### src/rtl/uart_rx_pkg.sv
// Shared encodings and constants for the UART receive timing engine.
// Phase codes are visible on the phase port; state codes are internal to the counter.
package uart_rx_pkg;

    typedef enum logic [2:0] {
        PH_IDLE   = 3'd0,
        PH_START  = 3'd1,
        PH_DATA   = 3'd2,
        PH_PARITY = 3'd3,
        PH_STOP   = 3'd4,
        PH_DONE   = 3'd5
    } phase_e;

    typedef enum logic [1:0] {
        StIdle = 2'd0,
        StRun  = 2'd1,
        StDone = 2'd2,
        StErr  = 2'd3
    } state_e;

    localparam int unsigned PRESCALE_MIN = 4;
    localparam int unsigned DATA_MIN     = 5;

    localparam logic [1:0] SAMP_FIRST  = 2'd0;
    localparam logic [1:0] SAMP_CENTRE = 2'd1;
    localparam logic [1:0] SAMP_LAST   = 2'd2;

endpackage

### src/rtl/uart_rx_phase_decode.sv
// Maps the bit index within a frame onto its frame phase.
// Start bit first, then data bits, an optional parity bit, and stop bits for the rest.
module uart_rx_phase_decode
    import uart_rx_pkg::*;
#(
    parameter int unsigned BIT_CNT_W = 4
) (
    input  logic [BIT_CNT_W-1:0] i_bit_cnt,
    input  logic [3:0]           i_data_len,
    input  logic                 i_par_en,
    output phase_e               o_phase
);

    logic [BIT_CNT_W-1:0] w_data_len;

    assign w_data_len = BIT_CNT_W'(i_data_len);

    always_comb begin
        o_phase = PH_STOP;
        if (i_bit_cnt == '0) begin
            o_phase = PH_START;
        end else if (i_bit_cnt <= w_data_len) begin
            o_phase = PH_DATA;
        end else if (i_par_en && (i_bit_cnt == w_data_len + BIT_CNT_W'(1))) begin
            o_phase = PH_PARITY;
        end
    end

endmodule

### src/rtl/uart_rx_frame_counter.sv
// Oversampling edge / bit counter for the UART receiver with run-time frame format.
// Emits 3-point mid-bit sample strobes, a bit-end strobe and a registered frame-end pulse.
module uart_rx_frame_counter
    import uart_rx_pkg::*;
#(
    parameter int unsigned PRESCALE_W = 6,
    parameter int unsigned MAX_DATA   = 9,
    parameter int unsigned BIT_CNT_W  = 4
) (
    input  logic                  clk,
    input  logic                  rest,
    input  logic                  enable,
    input  logic [PRESCALE_W-1:0] prescale,
    input  logic [3:0]            data_len,
    input  logic                  par_en,
    input  logic                  stop2,
    output logic [PRESCALE_W-1:0] edge_cnt,
    output logic [BIT_CNT_W-1:0]  bit_cnt,
    output logic [2:0]            phase,
    output logic                  samp_strb,
    output logic [1:0]            samp_idx,
    output logic                  bit_end,
    output logic                  frame_end,
    output logic                  cfg_err
);

    state_e                r_state;
    logic [PRESCALE_W-1:0] r_edge_cnt;
    logic [BIT_CNT_W-1:0]  r_bit_cnt;
    logic [PRESCALE_W-1:0] r_prescale;
    logic [3:0]            r_data_len;
    logic                  r_par_en;
    logic                  r_stop2;
    logic                  r_frame_end;
    logic                  r_cfg_err;

    logic                  w_cfg_ok;
    logic                  w_run;
    logic                  w_last_edge;
    logic [BIT_CNT_W-1:0]  w_last_bit;
    logic [PRESCALE_W-1:0] w_centre;
    logic [PRESCALE_W-1:0] w_samp_lo;
    logic [PRESCALE_W-1:0] w_samp_hi;
    logic                  w_samp_hit;
    phase_e                w_run_phase;
    phase_e                w_phase;

    assign w_cfg_ok = (prescale >= PRESCALE_W'(PRESCALE_MIN)) &&
                      (data_len >= 4'(DATA_MIN)) && (data_len <= 4'(MAX_DATA));

    assign w_run       = (r_state == StRun);
    assign w_last_edge = (r_edge_cnt == r_prescale);

    // Index of the final stop bit: N-1 = data_len + parity + stop bits.
    assign w_last_bit = BIT_CNT_W'(r_data_len) + BIT_CNT_W'(r_par_en) +
                        (r_stop2 ? BIT_CNT_W'(2) : BIT_CNT_W'(1));

    assign w_centre   = r_prescale >> 1;
    assign w_samp_lo  = w_centre - PRESCALE_W'(1);
    assign w_samp_hi  = w_centre + PRESCALE_W'(1);
    assign w_samp_hit = w_run && (r_edge_cnt >= w_samp_lo) && (r_edge_cnt <= w_samp_hi);

    uart_rx_phase_decode #(
        .BIT_CNT_W (BIT_CNT_W)
    ) u_phase_decode (
        .i_bit_cnt  (r_bit_cnt),
        .i_data_len (r_data_len),
        .i_par_en   (r_par_en),
        .o_phase    (w_run_phase)
    );

    always_comb begin
        w_phase = PH_IDLE;
        unique case (r_state)
            StRun:   w_phase = w_run_phase;
            StDone:  w_phase = PH_DONE;
            default: w_phase = PH_IDLE;
        endcase
    end

    always_ff @(posedge clk or negedge rest) begin
        if (!rest) begin
            r_state     <= StIdle;
            r_edge_cnt  <= '0;
            r_bit_cnt   <= '0;
            r_prescale  <= '0;
            r_data_len  <= '0;
            r_par_en    <= 1'b0;
            r_stop2     <= 1'b0;
            r_frame_end <= 1'b0;
            r_cfg_err   <= 1'b0;
        end else begin
            r_frame_end <= 1'b0;
            unique case (r_state)
                StIdle: begin
                    if (enable) begin
                        if (w_cfg_ok) begin
                            r_prescale <= prescale;
                            r_data_len <= data_len;
                            r_par_en   <= par_en;
                            r_stop2    <= stop2;
                            r_edge_cnt <= PRESCALE_W'(1);
                            r_bit_cnt  <= '0;
                            r_state    <= StRun;
                        end else begin
                            r_cfg_err <= 1'b1;
                            r_state   <= StErr;
                        end
                    end
                end
                StRun: begin
                    if (!enable) begin
                        r_edge_cnt <= '0;
                        r_bit_cnt  <= '0;
                        r_state    <= StIdle;
                    end else if (w_last_edge) begin
                        if (r_bit_cnt == w_last_bit) begin
                            r_edge_cnt  <= '0;
                            r_bit_cnt   <= '0;
                            r_frame_end <= 1'b1;
                            r_state     <= StDone;
                        end else begin
                            r_edge_cnt <= PRESCALE_W'(1);
                            r_bit_cnt  <= r_bit_cnt + BIT_CNT_W'(1);
                        end
                    end else begin
                        r_edge_cnt <= r_edge_cnt + PRESCALE_W'(1);
                    end
                end
                StDone: begin
                    if (!enable) begin
                        r_state <= StIdle;
                    end
                end
                StErr: begin
                    if (!enable) begin
                        r_cfg_err <= 1'b0;
                        r_state   <= StIdle;
                    end
                end
                default: r_state <= StIdle;
            endcase
        end
    end

    assign edge_cnt  = r_edge_cnt;
    assign bit_cnt   = r_bit_cnt;
    assign phase     = w_phase;
    assign samp_strb = w_samp_hit;
    assign samp_idx  = w_samp_hit ? 2'(r_edge_cnt - w_samp_lo) : SAMP_FIRST;
    assign bit_end   = w_run && w_last_edge;
    assign frame_end = r_frame_end;
    assign cfg_err   = r_cfg_err;

endmodule

### config.mk
export PLATFORM = sky130hd
export DESIGN_NAME = uart_rx_frame_counter
export DESIGN_NICKNAME = d
export VERILOG_FILES = /design/src/rtl/uart_rx_pkg.sv /design/src/rtl/uart_rx_phase_decode.sv /design/src/rtl/uart_rx_frame_counter.sv
export SDC_FILE = /design/constraint.sdc
export NUM_CORES = 1
export LEC_CHECK = 0
export ABC_AREA = 1
export BUFFER_PORTS_ARGS = -buffer_cell sky130_fd_sc_hd__buf_2
export CAP_MARGIN = 0
export CORE_ASPECT_RATIO = 1.75
export CORE_UTILIZATION = 55
export CTS_BUF_LIST = sky130_fd_sc_hd__clkbuf_4 sky130_fd_sc_hd__clkbuf_8
export DETAILED_ROUTE_END_ITERATION = 6
export PLACE_DENSITY = 0.82
export SYNTH_ARGS = -nofsm -noshare
export SYNTH_HDL_FRONTEND = slang
export SYNTH_HIERARCHICAL = 1
export SYNTH_SLANG_ARGS = --single-unit
### constraint.sdc
create_clock -name clk -period 4.2 [get_ports clk]
set_input_delay 0.84 -clock clk [delete_from_list [all_inputs] [get_ports clk]]
set_output_delay 0.84 -clock clk [all_outputs]
set_load 0.01 [all_outputs]
* After elaboration in Yosys (flattened, before gate mapping)
Index checks and enable logic that the tools add are counted.
W data, S select, Z words.
** Cells by class
- Add/sub/neg operators :: 8
- $lt $le $gt $ge :: 6
- Equality and inequality tests :: 13
- Multiplexer cells :: 33
- Reduce and logical (&&, ||, !) cells :: 16
** Operators with widths (count)
- $mux W6 :: 4
- $mux W4 :: 5
- $mux W2 :: 8
- $pmux W6 S2 :: 1
- $reduce_and A4 Y1 :: 3
- $ne A2 B2 Y1 const B :: 5
- $mux W3 :: 3
- $add A4 B1 Y4 const B :: 2
- $eq A4 B4 Y1 :: 2
- $mux W1 :: 8
- $pmux W4 S2 :: 1
- $add A5 B1 Y6 const B :: 1
- $add A6 B1 Y6 const B :: 1
- $eq A6 B6 Y1 :: 1
- $ge A6 B3 Y1 const B :: 1
- $ge A6 B6 Y1 :: 1
- $le A6 B6 Y1 :: 1
- $logic_and A1 B1 Y1 :: 6
- $ne A3 B2 Y1 const B :: 2
- $pmux W2 S3 :: 1
- $pmux W3 S2 :: 1
- $reduce_and A3 Y1 :: 2
- $sub A5 B1 Y6 const B :: 1
- $add A4 B1 Y4 :: 1
- other kinds (12) :: 14
** Word-level totals
- Register bits after elaboration :: 26
- Input port bits :: 15
- Output and inout port bits :: 19
- Word-level logic and storage cells :: 85

* Logic depth before layout (Yosys ltp)
- Depth in word-level cells :: 7
- Depth in mapped cells :: 15
- Mapped depth without buffers :: 15

* Modules after synthesis
The synthesis kept the hierarchy.
** Modules (own cells, without submodules)
- uart_rx_frame_counter :: instances 1, cells each 282, area an instance 2113.3 µm²
- uart_rx_phase_decode :: instances 1, cells each 50, area an instance 265.3 µm²

* Least setup slack after synthesis
Ideal clock, no wire load.
- Path type :: flip-flop to output port
- Start point :: register r_prescale[2]
- End point :: output samp_idx[0]
- Data arrival time :: 1764 ps
- Required time :: 3360 ps
- Slack :: 1596 ps
- Stages on the path, launching flop included :: 12
- Buffers on the path :: 0
- Path through :: dfrtp_1 > inv_1 > nor3_1 > nand3_1 > ha_1 > nand2_1 > nor2_1 > o21ai_0 > inv_1 > o21ai_0 > nand3_1 > nor2_1
** On the way
- Longest elaborated chain between the ends :: 5
** RTL lines
- from (decl) :: RTL line uart_rx_frame_counter.sv:30 : logic [PRESCALE_W-1:0] r_prescale;
- from (signal assigned) :: RTL line uart_rx_frame_counter.sv:98 : r_prescale <= prescale;
- $sub A5 B1 Y6 :: RTL line uart_rx_frame_counter.sv:59 : assign w_samp_lo = w_centre - PRESCALE_W'(1);
- $ge A6 B6 Y1 :: RTL line uart_rx_frame_counter.sv:61 : assign w_samp_hit = w_run && (r_edge_cnt >= w_samp_lo) && (r_edge_cnt <= w_samp_hi);
- $logic_and A1 B1 Y1 :: RTL line uart_rx_frame_counter.sv:61
- $logic_and A1 B1 Y1 * :: RTL line uart_rx_frame_counter.sv:61
- $mux W2 * :: RTL line uart_rx_frame_counter.sv:150 : assign samp_idx = w_samp_hit ? 2'(r_edge_cnt - w_samp_lo) : SAMP_FIRST;
- to (decl) :: RTL line uart_rx_frame_counter.sv:21 : output logic [1:0] samp_idx,
Mark *: on every way between the ends. The rest lies on a longest branch, timed or not.

* Worst setup path after layout
- Start point :: register r_prescale[2]
- End point :: output samp_idx[1]
** On the way
- Longest elaborated chain between the ends :: 5
** RTL lines (RTL line)
- $sub A5 B1 Y6 :: uart_rx_frame_counter.sv:59
- $ge A6 B6 Y1 :: uart_rx_frame_counter.sv:61
- $logic_and A1 B1 Y1 (2 in series) :: uart_rx_frame_counter.sv:61
- $mux W2 * :: uart_rx_frame_counter.sv:150
Marked as above.

==> results_tabular.tex <==
\begin{tabular}{lr}
\hline
Metric & Value \\
\hline
\multicolumn{2}{l}{\textbf{GRT}} \\
Wire length of the first global-routing pass & 9140 um \\
Sum of overflow across all layers after global routing & 0 \\
Overall routing resource usage & 26.4\% \\
Vias in the first global route & 2161 \\
Antenna violations before repair & 0 \\
Largest net degree at the start of global routing & 27 \\
\multicolumn{2}{l}{\textbf{Hold path}} \\
Startpoint of the tightest hold check path & cfg\_err \\
Min-Delay Path Depth & 2 \\
Worst Hold Endpoint & cfg\_err \\
Class of the tightest hold or removal check & reg -> reg \\
\multicolumn{2}{l}{\textbf{Timing}} \\
Final-layout setup total negative slack & 0 ps \\
Period utilization & between 70\% and 80\% \\
Worst clock skew & 7.82 ps \\
Setup violations, final & 0 \\
Final max-slew violation count & 0 \\
Upper clock frequency limit & 0.313 GHz \\
Worst slew margin relative to its limit & 60.8\% \\
Fin crit period & 3190 ps \\
Hold Fails Final Rpt & 0 \\
Unrepaired setup endpoints after global routing & no \\
Tightest Pin Transition & 588 ps \\
\multicolumn{2}{l}{\textbf{Job}} \\
Max cap viols & 0 \\
\multicolumn{2}{l}{\textbf{Power}} \\
Cell leakage power & 1.44 nW \\
Max IR drop VDD & 0.000494 V \\
Pwr per Cell Area & 725 nW/um2 \\
\multicolumn{2}{l}{\textbf{Drt}} \\
Via count & 2222 \\
Final Routed Wirelength & 5420 um \\
DR vias/cell & 5.38 \\
Routed length per instance & 13.1 um \\
ANT nets after route & 0 \\
Residual DRC count & 0 \\
Drt first pass iters & 4 \\
Drt initial violations & 54 \\
\multicolumn{2}{l}{\textbf{CTS}} \\
CTS H-tree depth & 1 \\
Total of hold buffers inserted after clock tree synthesis & 0 \\
Clock latency at the later pin of the worst-skew pair & 290 ps \\
Post-CTS Setup Bufs & 0 \\
Root Driver & clkbuf\_8 \\
Number of buffers inserted during clock tree synthesis & 3 \\
Number of clock sinks & 26 \\
TritonCTS clock tree & yes \\
Number of cells upsized or downsized after cts & 0 \\
Max Buffers Root-to-Sink & 2 \\
Clock transition at the register clock pins on the worst setup and hold paths after CTS & $\sim$100 ps \\
\multicolumn{2}{l}{\textbf{Die}} \\
Die W & 51.7 um \\
Initial Utilization & 57.3\% \\
Die Y-Extent & 89.0 um \\
DIE AREA & roughly 4600 um2 \\
Placeable Area & 4150 um2 \\
Row Count & 31 \\
Number of I/O pins & 34 \\
\multicolumn{2}{l}{\textbf{Logic synthesis}} \\
Number of flops mapped to enable cells by yosys & 0 \\
Primary FF master, synth & dfrtp\_1 \\
Seq/Total Area, Yosys & 27.4\% \\
Top cell type's share of synthesized area & 27.4\% \\
Synthesized Nets & 375 \\
List of most frequent post-synthesis cells & 87 x nand2\_1, 44 x inv\_1, 26 x dfrtp\_1 \\
Netlist area before placement & 2380 um2 \\
Async set or reset register ratio after synthesis & 100\% \\
Top cells by area in the synthesized netlist & dfrtp\_1 27\%, nand2\_1 14\%, ha\_1 13\%, inv\_1 6.9\%, nand3\_1 4.4\% \\
Area leader, netlist & dfrtp\_1 \\
Yosys reg bits & 26 \\
Most used standard cell by instance count after synthesis & nand2\_1 \\
Number of warning messages in the yosys log & 6 \\
Count of unique library cells instantiated by Yosys & 33 \\
Syn Inst Count & 332 \\
Mean instance size in the synthesized netlist & 7.16 um2 \\
\multicolumn{2}{l}{\textbf{Finish}} \\
P\&R area growth vs syn & 10.3\% \\
Share of final-layout standard cells stronger than drive strength 1 & 18.7\% \\
Post-layout nets & roughly 400 \\
Final core utilization & roughly 63\% \\
Antenna diodes & 0 \\
\multicolumn{2}{l}{\textbf{Place}} \\
HPWL reported at the end of detailed placement & around 4300 um \\
Last weighted congestion value of the routability-driven placer & 0.887 \\
Port-buffer cells & 33 \\
\multicolumn{2}{l}{\textbf{Critical path}} \\
End of the worst register-to-register path & r\_state[0] \\
Sort of element at the end of the critical path & output pin \\
Arrival @ worst endpoint & 2350 ps \\
Startpoint class of the critical path & register \\
Crit path kind & reg -> out \\
Required time worst endpoint & 3360 ps \\
Largest fanout on the critical path & 4 \\
Source of the worst register-to-register timing path & r\_data\_len[0] \\
Reg2reg setup slack & between 1500 and 2000 ps \\
Number of cells traversed by the worst register-to-register path & 12 \\
\multicolumn{2}{l}{\textbf{Status}} \\
Status & finished clean \\
\hline
\end{tabular}
==> cell families after synthesis <==
group | Yosys count | share of synthesized area, %
compound gates | 44 | 10.3
xor+xnor | 12 | 4.42
fa+ha+maj | 28 | 15.7
buf+inv | 60 | 10.4
flops | 26 | 27.4
simple gates | 162 | 31.9
==> worst max path at each step <==
stage / startpoint / to / depth (start not counted)
final: r_prescale[2] / samp_idx[1] / 13
after floorplan: r_prescale[2] / samp_idx[0] / 11
after CTS: r_prescale[2] / samp_idx[1] / 13
after global placement: r_prescale[3] / samp_idx[1] / 12
after global routing: r_prescale[3] / samp_idx[1] / 12
after detailed placement: r_prescale[1] / samp_idx[1] / 13
==> worst max-delay path, stage by stage, from the launching register on <==
cell,delay (ps)
dfrtp_1,420
inv_1,120
ha_1,200
nand3_1,120
xor2_1,170
inv_1,60
ha_1,270
nand2_1,70
inv_1,70
nand4_1,90
o2111ai_1,100
nand3_1,140
nor2_1,120
buf_2,140
==> layout make-up <==
cell class	count	area (um2)
Fill cell	386	1530
Multi-Input combinational cell	246	1480
Sequential cell	26	651
Inverter	55	209
Timing Repair Buffer	33	165
Tap cell	49	61.3
Clock buffer	4	55.1
==> report_power, final <==
| part | switching [mW] | internal (mW) |
|---|---|---|
| Sequential | 0.156 | 0.346 |
| Clock | 0.0884 | 0.0844 |
| Combinational | 0.748 | 0.481 |
| Total | 0.992 | 0.911 |
==> stage by stage <==
stage               setup WS, ps  power [mW]  std cells  hold WS, ps  area [um2]
CTS                         1030        1.91        413          498        2620
finish                      1010        1.90        413          493        2620
detailed placement          1330        1.73        409          474        2570
floorplan                   1600        1.45        332          490        2380
global route                 818        2.12        413          522        2620
global placement            1440        1.68        409          464        2570
==> placed cells by master, fill, tap and decap left out, drive strengths merged, types with 8 or more instances in the layout <==
master / instances
inv: 55
buf: 33
nand2: 96
a21oi: 16
nor2: 31
nand3: 24
o21ai: 22
xor2: 8
ha: 25
dfrtp: 26
==> layer usage <==
metal	global-route usage, %	vias to the layer above	share of wire, %
met4	10.6	0	2.4
met2	52.4	45	56
met5	0	-	0
met1	27.5	1043	39
met3	1.70	9	2.3
li1	-	1125	-
==> sequential cells by signal, indices dropped and copies added (netlist names) <==
name        flops
cfg_err         1
r_par_en        1
r_stop2         1
frame_end       1
edge_cnt        6
r_data_len      4
r_state         2
r_prescale      6
bit_cnt         4
(Power assumes the default switching activity.)
